==> config.mk <==
export PLATFORM = sky130hd
export DESIGN_NAME = tile_map_scheduler
export DESIGN_NICKNAME = d
export VERILOG_FILES = /design/src/rtl/tile_map_scheduler.sv
export SDC_FILE = /design/constraint.sdc
export NUM_CORES = 2
export LEC_CHECK = 0
export ABC_AREA = 1
export CORE_ASPECT_RATIO = 0.5
export CORE_MARGIN = 3
export CORE_UTILIZATION = 35
export CTS_CLUSTER_SIZE = 28
export DETAILED_ROUTE_END_ITERATION = 7
export SLEW_MARGIN = 20
export SYNTH_ARGS = -nofsm -noshare
export SYNTH_HDL_FRONTEND = slang
export SYNTH_SLANG_ARGS = --single-unit
==> constraint.sdc <==
create_clock -name clk -period 3.8 [get_ports clk]
set_input_delay 0.76 -clock clk [delete_from_list [all_inputs] [get_ports clk]]
set_output_delay 0.76 -clock clk [all_outputs]
set_load 0.03 [all_outputs]
==> src/rtl/tile_map_scheduler.sv <==
// Live Bomberman tile map: draw read port, collision queries, blast marking and burn-out sweep.
// Build option: define BLAST_PIERCE_EN to let blast arms pass through bricks.
module tile_map_scheduler #(
    parameter int ROWS         = 11,
    parameter int COLS         = 17,
    parameter int BLAST_RADIUS = 2,
    parameter int BURN_FRAMES  = 30
) (
    input  logic       clk,
    input  logic       resetN,
    input  logic       startOfFrame,
    input  logic [3:0] drawRow,
    input  logic [4:0] drawCol,
    output logic [1:0] drawTile,
    input  logic       qReq,
    input  logic [3:0] qRow,
    input  logic [4:0] qCol,
    output logic       qAck,
    output logic [1:0] qTile,
    input  logic       blastReq,
    input  logic [3:0] blastRow,
    input  logic [4:0] blastCol,
    output logic       blastBusy,
    output logic       blastDone,
    output logic [7:0] bricksLeft
);

    localparam logic [1:0] T_EMPTY  = 2'b00;
    localparam logic [1:0] T_PILLAR = 2'b01;
    localparam logic [1:0] T_BRICK  = 2'b10;
    localparam logic [1:0] T_BURN   = 2'b11;

    localparam logic [2:0] S_IDLE   = 3'd0;
    localparam logic [2:0] S_CENTER = 3'd1;
    localparam logic [2:0] S_ARM    = 3'd2;
    localparam logic [2:0] S_DONE   = 3'd3;
    localparam logic [2:0] S_SWEEP  = 3'd4;

    localparam int STEP_W = $clog2(BLAST_RADIUS + 1);
    localparam int BURN_W = $clog2(BURN_FRAMES + 1);

`ifdef BLAST_PIERCE_EN
    localparam bit PIERCE = 1'b1;
`else
    localparam bit PIERCE = 1'b0;
`endif

    function automatic logic [1:0] reset_tile(input int r, input int c);
        if ((r % 2 == 0) && (c % 2 == 0))
            return T_PILLAR;
        if ((r % 2 == 1) && (c % 2 == 1) && !(r == 1 && c == 1) && !(r == ROWS - 2 && c == COLS - 2))
            return T_BRICK;
        return T_EMPTY;
    endfunction

    function automatic int count_bricks();
        int n;
        n = 0;
        for (int r = 0; r < ROWS; r++)
            for (int c = 0; c < COLS; c++)
                if (reset_tile(r, c) == T_BRICK) n++;
        return n;
    endfunction

    localparam int INIT_BRICKS = count_bricks();

    logic [1:0]        map_q [ROWS][COLS];
    logic [2:0]        state_q, state_d;
    logic [3:0]        bomb_row_q, bomb_row_d;
    logic [4:0]        bomb_col_q, bomb_col_d;
    logic [1:0]        dir_q, dir_d;
    logic [STEP_W-1:0] step_q, step_d;
    logic              marked_q, marked_d;
    logic [3:0]        sw_row_q, sw_row_d;
    logic [4:0]        sw_col_q, sw_col_d;
    logic [BURN_W-1:0] burn_q, burn_d;
    logic              burn_act_q, burn_act_d;
    logic [7:0]        bricks_q, bricks_d;
    logic [1:0]        draw_q;
    logic              qack_q, qack_d;
    logic [1:0]        qtile_q, qtile_d;

    logic              wr_en;
    logic [3:0]        wr_row;
    logic [4:0]        wr_col;
    logic [1:0]        wr_val;

    logic [7:0]        tgt_row, tgt_col;
    logic              tgt_in;
    logic [1:0]        tgt_tile;
    logic              q_in, bomb_in;

    // Tile reached by the current arm step; off-map reads as a pillar so the arm stops.
    always_comb begin
        tgt_row = 8'(bomb_row_q);
        tgt_col = 8'(bomb_col_q);
        case (dir_q)
            2'd0:    tgt_row = 8'(bomb_row_q) - 8'(step_q);
            2'd1:    tgt_row = 8'(bomb_row_q) + 8'(step_q);
            2'd2:    tgt_col = 8'(bomb_col_q) - 8'(step_q);
            default: tgt_col = 8'(bomb_col_q) + 8'(step_q);
        endcase
        tgt_in   = (tgt_row < 8'(ROWS)) && (tgt_col < 8'(COLS));
        tgt_tile = tgt_in ? map_q[tgt_row[3:0]][tgt_col[4:0]] : T_PILLAR;
    end

    assign q_in    = (qRow < 4'(ROWS)) && (qCol < 5'(COLS));
    assign bomb_in = (bomb_row_q < 4'(ROWS)) && (bomb_col_q < 5'(COLS));

    always_comb begin
        // NOTE: every next-state signal gets its default first so no path leaves it unassigned (no latches).
        state_d    = state_q;
        bomb_row_d = bomb_row_q;
        bomb_col_d = bomb_col_q;
        dir_d      = dir_q;
        step_d     = step_q;
        marked_d   = marked_q;
        sw_row_d   = sw_row_q;
        sw_col_d   = sw_col_q;
        burn_d     = burn_q;
        burn_act_d = burn_act_q;
        bricks_d   = bricks_q;
        qack_d     = 1'b0;
        qtile_d    = qtile_q;
        wr_en      = 1'b0;
        wr_row     = tgt_row[3:0];
        wr_col     = tgt_col[4:0];
        wr_val     = T_BURN;

        if (startOfFrame && (burn_q != '0) && (state_q != S_SWEEP))
            burn_d = burn_q - BURN_W'(1);

        case (state_q)
            S_IDLE: begin
                if (burn_act_q && (burn_q == '0)) begin
                    state_d    = S_SWEEP;
                    burn_act_d = 1'b0;
                    sw_row_d   = '0;
                    sw_col_d   = '0;
                end else if (blastReq) begin
                    state_d    = S_CENTER;
                    bomb_row_d = blastRow;
                    bomb_col_d = blastCol;
                    marked_d   = 1'b0;
                end else if (qReq && !qack_q) begin
                    // The requester still holds qReq during the ack cycle; serve it only once.
                    qack_d  = 1'b1;
                    qtile_d = q_in ? map_q[qRow][qCol] : T_PILLAR;
                end
            end
            S_CENTER: begin
                state_d = S_ARM;
                dir_d   = 2'd0;
                step_d  = STEP_W'(1);
                wr_row  = bomb_row_q;
                wr_col  = bomb_col_q;
                if (bomb_in && (map_q[bomb_row_q][bomb_col_q] == T_BRICK)) begin
                    wr_en    = 1'b1;
                    marked_d = 1'b1;
                end
            end
            S_ARM: begin
                if (tgt_tile == T_BRICK) begin
                    wr_en    = 1'b1;
                    marked_d = 1'b1;
                end
                if ((tgt_tile == T_PILLAR) || ((tgt_tile == T_BRICK) && !PIERCE) ||
                    (step_q == STEP_W'(BLAST_RADIUS))) begin
                    step_d = STEP_W'(1);
                    dir_d  = dir_q + 2'd1;
                    if (dir_q == 2'd3)
                        state_d = S_DONE;
                end else begin
                    step_d = step_q + STEP_W'(1);
                end
            end
            S_DONE: begin
                state_d = S_IDLE;
                if (marked_q) begin
                    burn_d     = BURN_W'(BURN_FRAMES);
                    burn_act_d = 1'b1;
                end
            end
            S_SWEEP: begin
                wr_row = sw_row_q;
                wr_col = sw_col_q;
                wr_val = T_EMPTY;
                if (map_q[sw_row_q][sw_col_q] == T_BURN) begin
                    wr_en = 1'b1;
                    if (bricks_q != 8'd0)
                        bricks_d = bricks_q - 8'd1;
                end
                if (sw_col_q == 5'(COLS - 1)) begin
                    sw_col_d = '0;
                    if (sw_row_q == 4'(ROWS - 1)) begin
                        sw_row_d = '0;
                        state_d  = S_IDLE;
                    end else begin
                        sw_row_d = sw_row_q + 4'd1;
                    end
                end else begin
                    sw_col_d = sw_col_q + 5'd1;
                end
            end
            default: state_d = S_IDLE;
        endcase
    end

    // NOTE: the map must reload its default layout on reset, so it is held in flops, not an inferred RAM.
    always_ff @(posedge clk or negedge resetN) begin
        if (!resetN) begin
            for (int r = 0; r < ROWS; r++)
                for (int c = 0; c < COLS; c++)
                    map_q[r][c] <= reset_tile(r, c);
        end else if (wr_en) begin
            map_q[wr_row][wr_col] <= wr_val;
        end
    end

    // NOTE: state registers use non-blocking assignments so every flop samples pre-edge values.
    always_ff @(posedge clk or negedge resetN) begin
        if (!resetN) begin
            state_q    <= S_IDLE;
            bomb_row_q <= '0;
            bomb_col_q <= '0;
            dir_q      <= '0;
            step_q     <= STEP_W'(1);
            marked_q   <= 1'b0;
            sw_row_q   <= '0;
            sw_col_q   <= '0;
            burn_q     <= '0;
            burn_act_q <= 1'b0;
            bricks_q   <= 8'(INIT_BRICKS);
            draw_q     <= T_EMPTY;
            qack_q     <= 1'b0;
            qtile_q    <= T_EMPTY;
        end else begin
            state_q    <= state_d;
            bomb_row_q <= bomb_row_d;
            bomb_col_q <= bomb_col_d;
            dir_q      <= dir_d;
            step_q     <= step_d;
            marked_q   <= marked_d;
            sw_row_q   <= sw_row_d;
            sw_col_q   <= sw_col_d;
            burn_q     <= burn_d;
            burn_act_q <= burn_act_d;
            bricks_q   <= bricks_d;
            draw_q     <= ((drawRow < 4'(ROWS)) && (drawCol < 5'(COLS))) ? map_q[drawRow][drawCol] : T_EMPTY;
            qack_q     <= qack_d;
            qtile_q    <= qtile_d;
        end
    end

    assign drawTile   = draw_q;
    assign qAck       = qack_q;
    assign qTile      = qtile_q;
    assign blastBusy  = (state_q != S_IDLE);
    assign blastDone  = (state_q == S_DONE);
    assign bricksLeft = bricks_q;

endmodule

==> results.yml <==
run_status:
  status: "finished, violations left"
  violations: "DRC, setup timing"
timing:
  max_freq_ghz: 0.221
  worst_slack_ns: -0.725
  finClkSkew_ns: 0.0351
  slew_headroom_pct: 39.7
  whs_ns: 0.237
  timing.final.crit_share_pct: 119
  report.final.slew_viol_count: 0
  setup_tns_ns: -182.80
  rsz0062_at_grt: "yes"
  setup_viol: 285
  hold_violations: 0
  min_period_ns: 4.52
  tightest_slew_ns: 0.904
drt:
  drt-vias-per-instance: 6.11
  drc_errors: 20
  wl_per_cell_um: 27.1
  drtIter0Drc: 6757
  vias: 41800
  dr.pass1.iters: 8
  finalWirelength_um: 185000
  final_antenna_net_count: 0
grt:
  grt_max_degree: 151
  grt_usage_pct: 37.8
  antenna_found_initial: 17
  overflow: 0
  grt_pass1_vias: 37500
  grt_pass1_wl_um: 260000
power:
  ir_worst_vdd_v: 0.000600
  static-leakage-power_nw: 16.6
  power_density_nw_per_um2: 802
  p_total_w: 0.0309
synth:
  synth_fp_nets: 5553
  synth-edff-count: 0
  synth_cells: 5496
  synth-seq-cells: 324
  synth_top_area_cell: "nand2_1"
  async_flop_share_pct: 100
  synth_top_area_share_pct: 24.0
  synthesis.area_um2: 31400
  syn_avg_cell_area_um2: 5.72
  synthTopCellsByArea: "nand2_1, dfrtp_1, nand3_1, o21ai_0, dfstp_2"
  synth_warnings: 0
  ys_seq_area_share_pct: 26.2
  synth.distinct_cells: 55
  ys.flop_type: "dfrtp_1"
critical_path:
  crit_type: "flop to flop"
  reg2reg_slack_ns: -0.72
  cp_slowest_stage_delay_ns: 0.50
  critPathLaunchType: "flop"
  ff2ff_path_depth: 29
  arrival_ns: 5.01
  cp_top_family: "buffers and inverters"
  worst_r2r_endpoint: "map_q[89]"
  path_max_fanout: 12
  cp.depth: 29
  worstPathRequired_ns: 4.28
  regToRegStartpoint: "bomb_row_q[0]"
  cp_num_buf_inv: 11
  cpMaxStageDelayCell: "dfrtp_4"
  endpoint_kind: "flop"
floorplanning:
  die_w_um: 430
  rows: 77
  ios: 47
  core_area_um2: 88600
  start_util_pct: 35.5
  die_y_um: 218
  die_area_um2: 93700
layout:
  fin_area_um2: 38500
  nFillCells: 9432
  drive_gt1_share_pct: 13.7
  final_cell_mix: "nand2_1, o21ai_0, nand3_1"
  num-nets-final: 5687
  syn_to_final_growth_pct: 22.6
  instances_no_fill: 6848
  final_common_cell: "nand2_1"
placed_design:
  place_area_um2: 35800
  io_buffers: 46
  dpl.cell_count: 6736
  place_hpwl_um: 129000
  globalplace.congestion: 1.08
clock_tree:
  cts_root_buf: "clkbuf_16"
  numCtsBuffers: 36
  htreeDepth: 2
  clockBufferDepth: 3
  clock_latency_ns: 0.61
  cts_tree: "yes"
  path_clk_slew_ns: 0.06
  clock-sinks: 324
flow_run:
  drv_cap: 0
hold_path:
  hp-class: "primary input to async pin"
## state kept, by name, indices dropped and copies added, names as in the netlist
register    cells
bomb_col_q      5
qTile           2
sw_col_q        5
state_q         3
map_q         279
marked_q        1
bricksLeft      8
bomb_row_q      4
sw_row_q        4
drawTile        2
dir_q           2
burn_q          5
qAck            1
step_q          2
burn_act_q      1
## worst max path at each step
stage | from | end | slack [ns]
after floorplan | bomb_row_q[0] | map_q[153] | 0.004
after global placement | bomb_row_q[0] | map_q[44] | -1.01
after detailed placement | bomb_row_q[0] | map_q[44] | -1.01
after CTS | step_q[0] | map_q[308] | -0.55
after global routing | step_q[0] | map_q[69] | -0.84
final | bomb_row_q[0] | map_q[89] | -0.72
## where the power goes
group / total (W) / internal, W / switching (W)
Combinational: 0.0231 / 0.00776 / 0.0154
Clock: 0.00368 / 0.00201 / 0.00168
Sequential: 0.00408 / 0.00374 / 0.000344
## synthesized netlist by cell type, types with 4 or more instances
library cell and n:
a2111oi_0 5, a211oi_1 4, a21oi_1 292, a221oi_1 10, a22oi_1 72, a31oi_1 4
a32o_1 4, buf_1 31, buf_2 117, buf_4 21, clkbuf_1 213, clkinv_1 8
dfrtp_1 228, dfstp_2 96, fa_1 4, ha_1 21, inv_1 431, inv_2 8
nand2_1 2006, nand3_1 577, nand4_1 28, nor2_1 440, nor3_1 14, nor4_1 5
o2111ai_1 6, o211ai_1 119, o21ai_0 573, o21ai_1 10, o221ai_1 21, o22ai_1 72
o31ai_1 9, or2_2 9, xor2_1 6
## per-layer routing
metal  track usage [%]  vias up  share of wire [%]
met1              52.0    19700                 40
met2              52.6     3042                 39
met5             0.461        -              0.077
met4              16.6       14                5.2
met3              13.5      623                 16
li1                  -    18400                  -
## per-stage QoR
stage                     setup slack [ns]  utilization [%]
after global routing                -0.837             43.5
after CTS                           -0.547             42.6
final                               -0.725             43.5
after floorplan                    0.00436                -
after global placement               -1.01             40.3
after detailed placement             -1.01             40.3
## area by class of cell
type | instances | area (um2) | share of cell area [%]
Antenna cell | 8 | 20.0 | 0.0519
Tap cell | 1185 | 1480 | 3.85
Inverter | 448 | 1700 | 4.41
Multi-Input combinational cell | 4341 | 20500 | 53.3
Clock inverter | 9 | 91.3 | 0.237
Timing Repair Buffer | 479 | 5410 | 14.0
Sequential cell | 324 | 8230 | 21.4
Clock buffer | 54 | 1060 | 2.75
## timing repair
item,in CTS,in global routing
hold buffers,0,0
hold endpoints to repair,0,0
gates resized for setup,127,135
pin swaps,34,25
setup endpoints to repair,285,285
gates cloned,11,12
setup buffers,13,6
## kinds of logic (layout without fill, tap and decap cells)
group                      Yosys count  after routing  share of synthesized area [%]
adders and majority gates           25             25                           1.09
other                                0              8                              0
DFF                                324            324                           26.2
and+or+nand+nor                   3091           3091                           39.7
buffers and inverters              831            990                           10.7
AOI/OAI and AO/OA                 1216           1216                           22.1
xor gates and xnor gates             9              9                          0.251
Note: power is estimated with default switching activity, not from simulation.
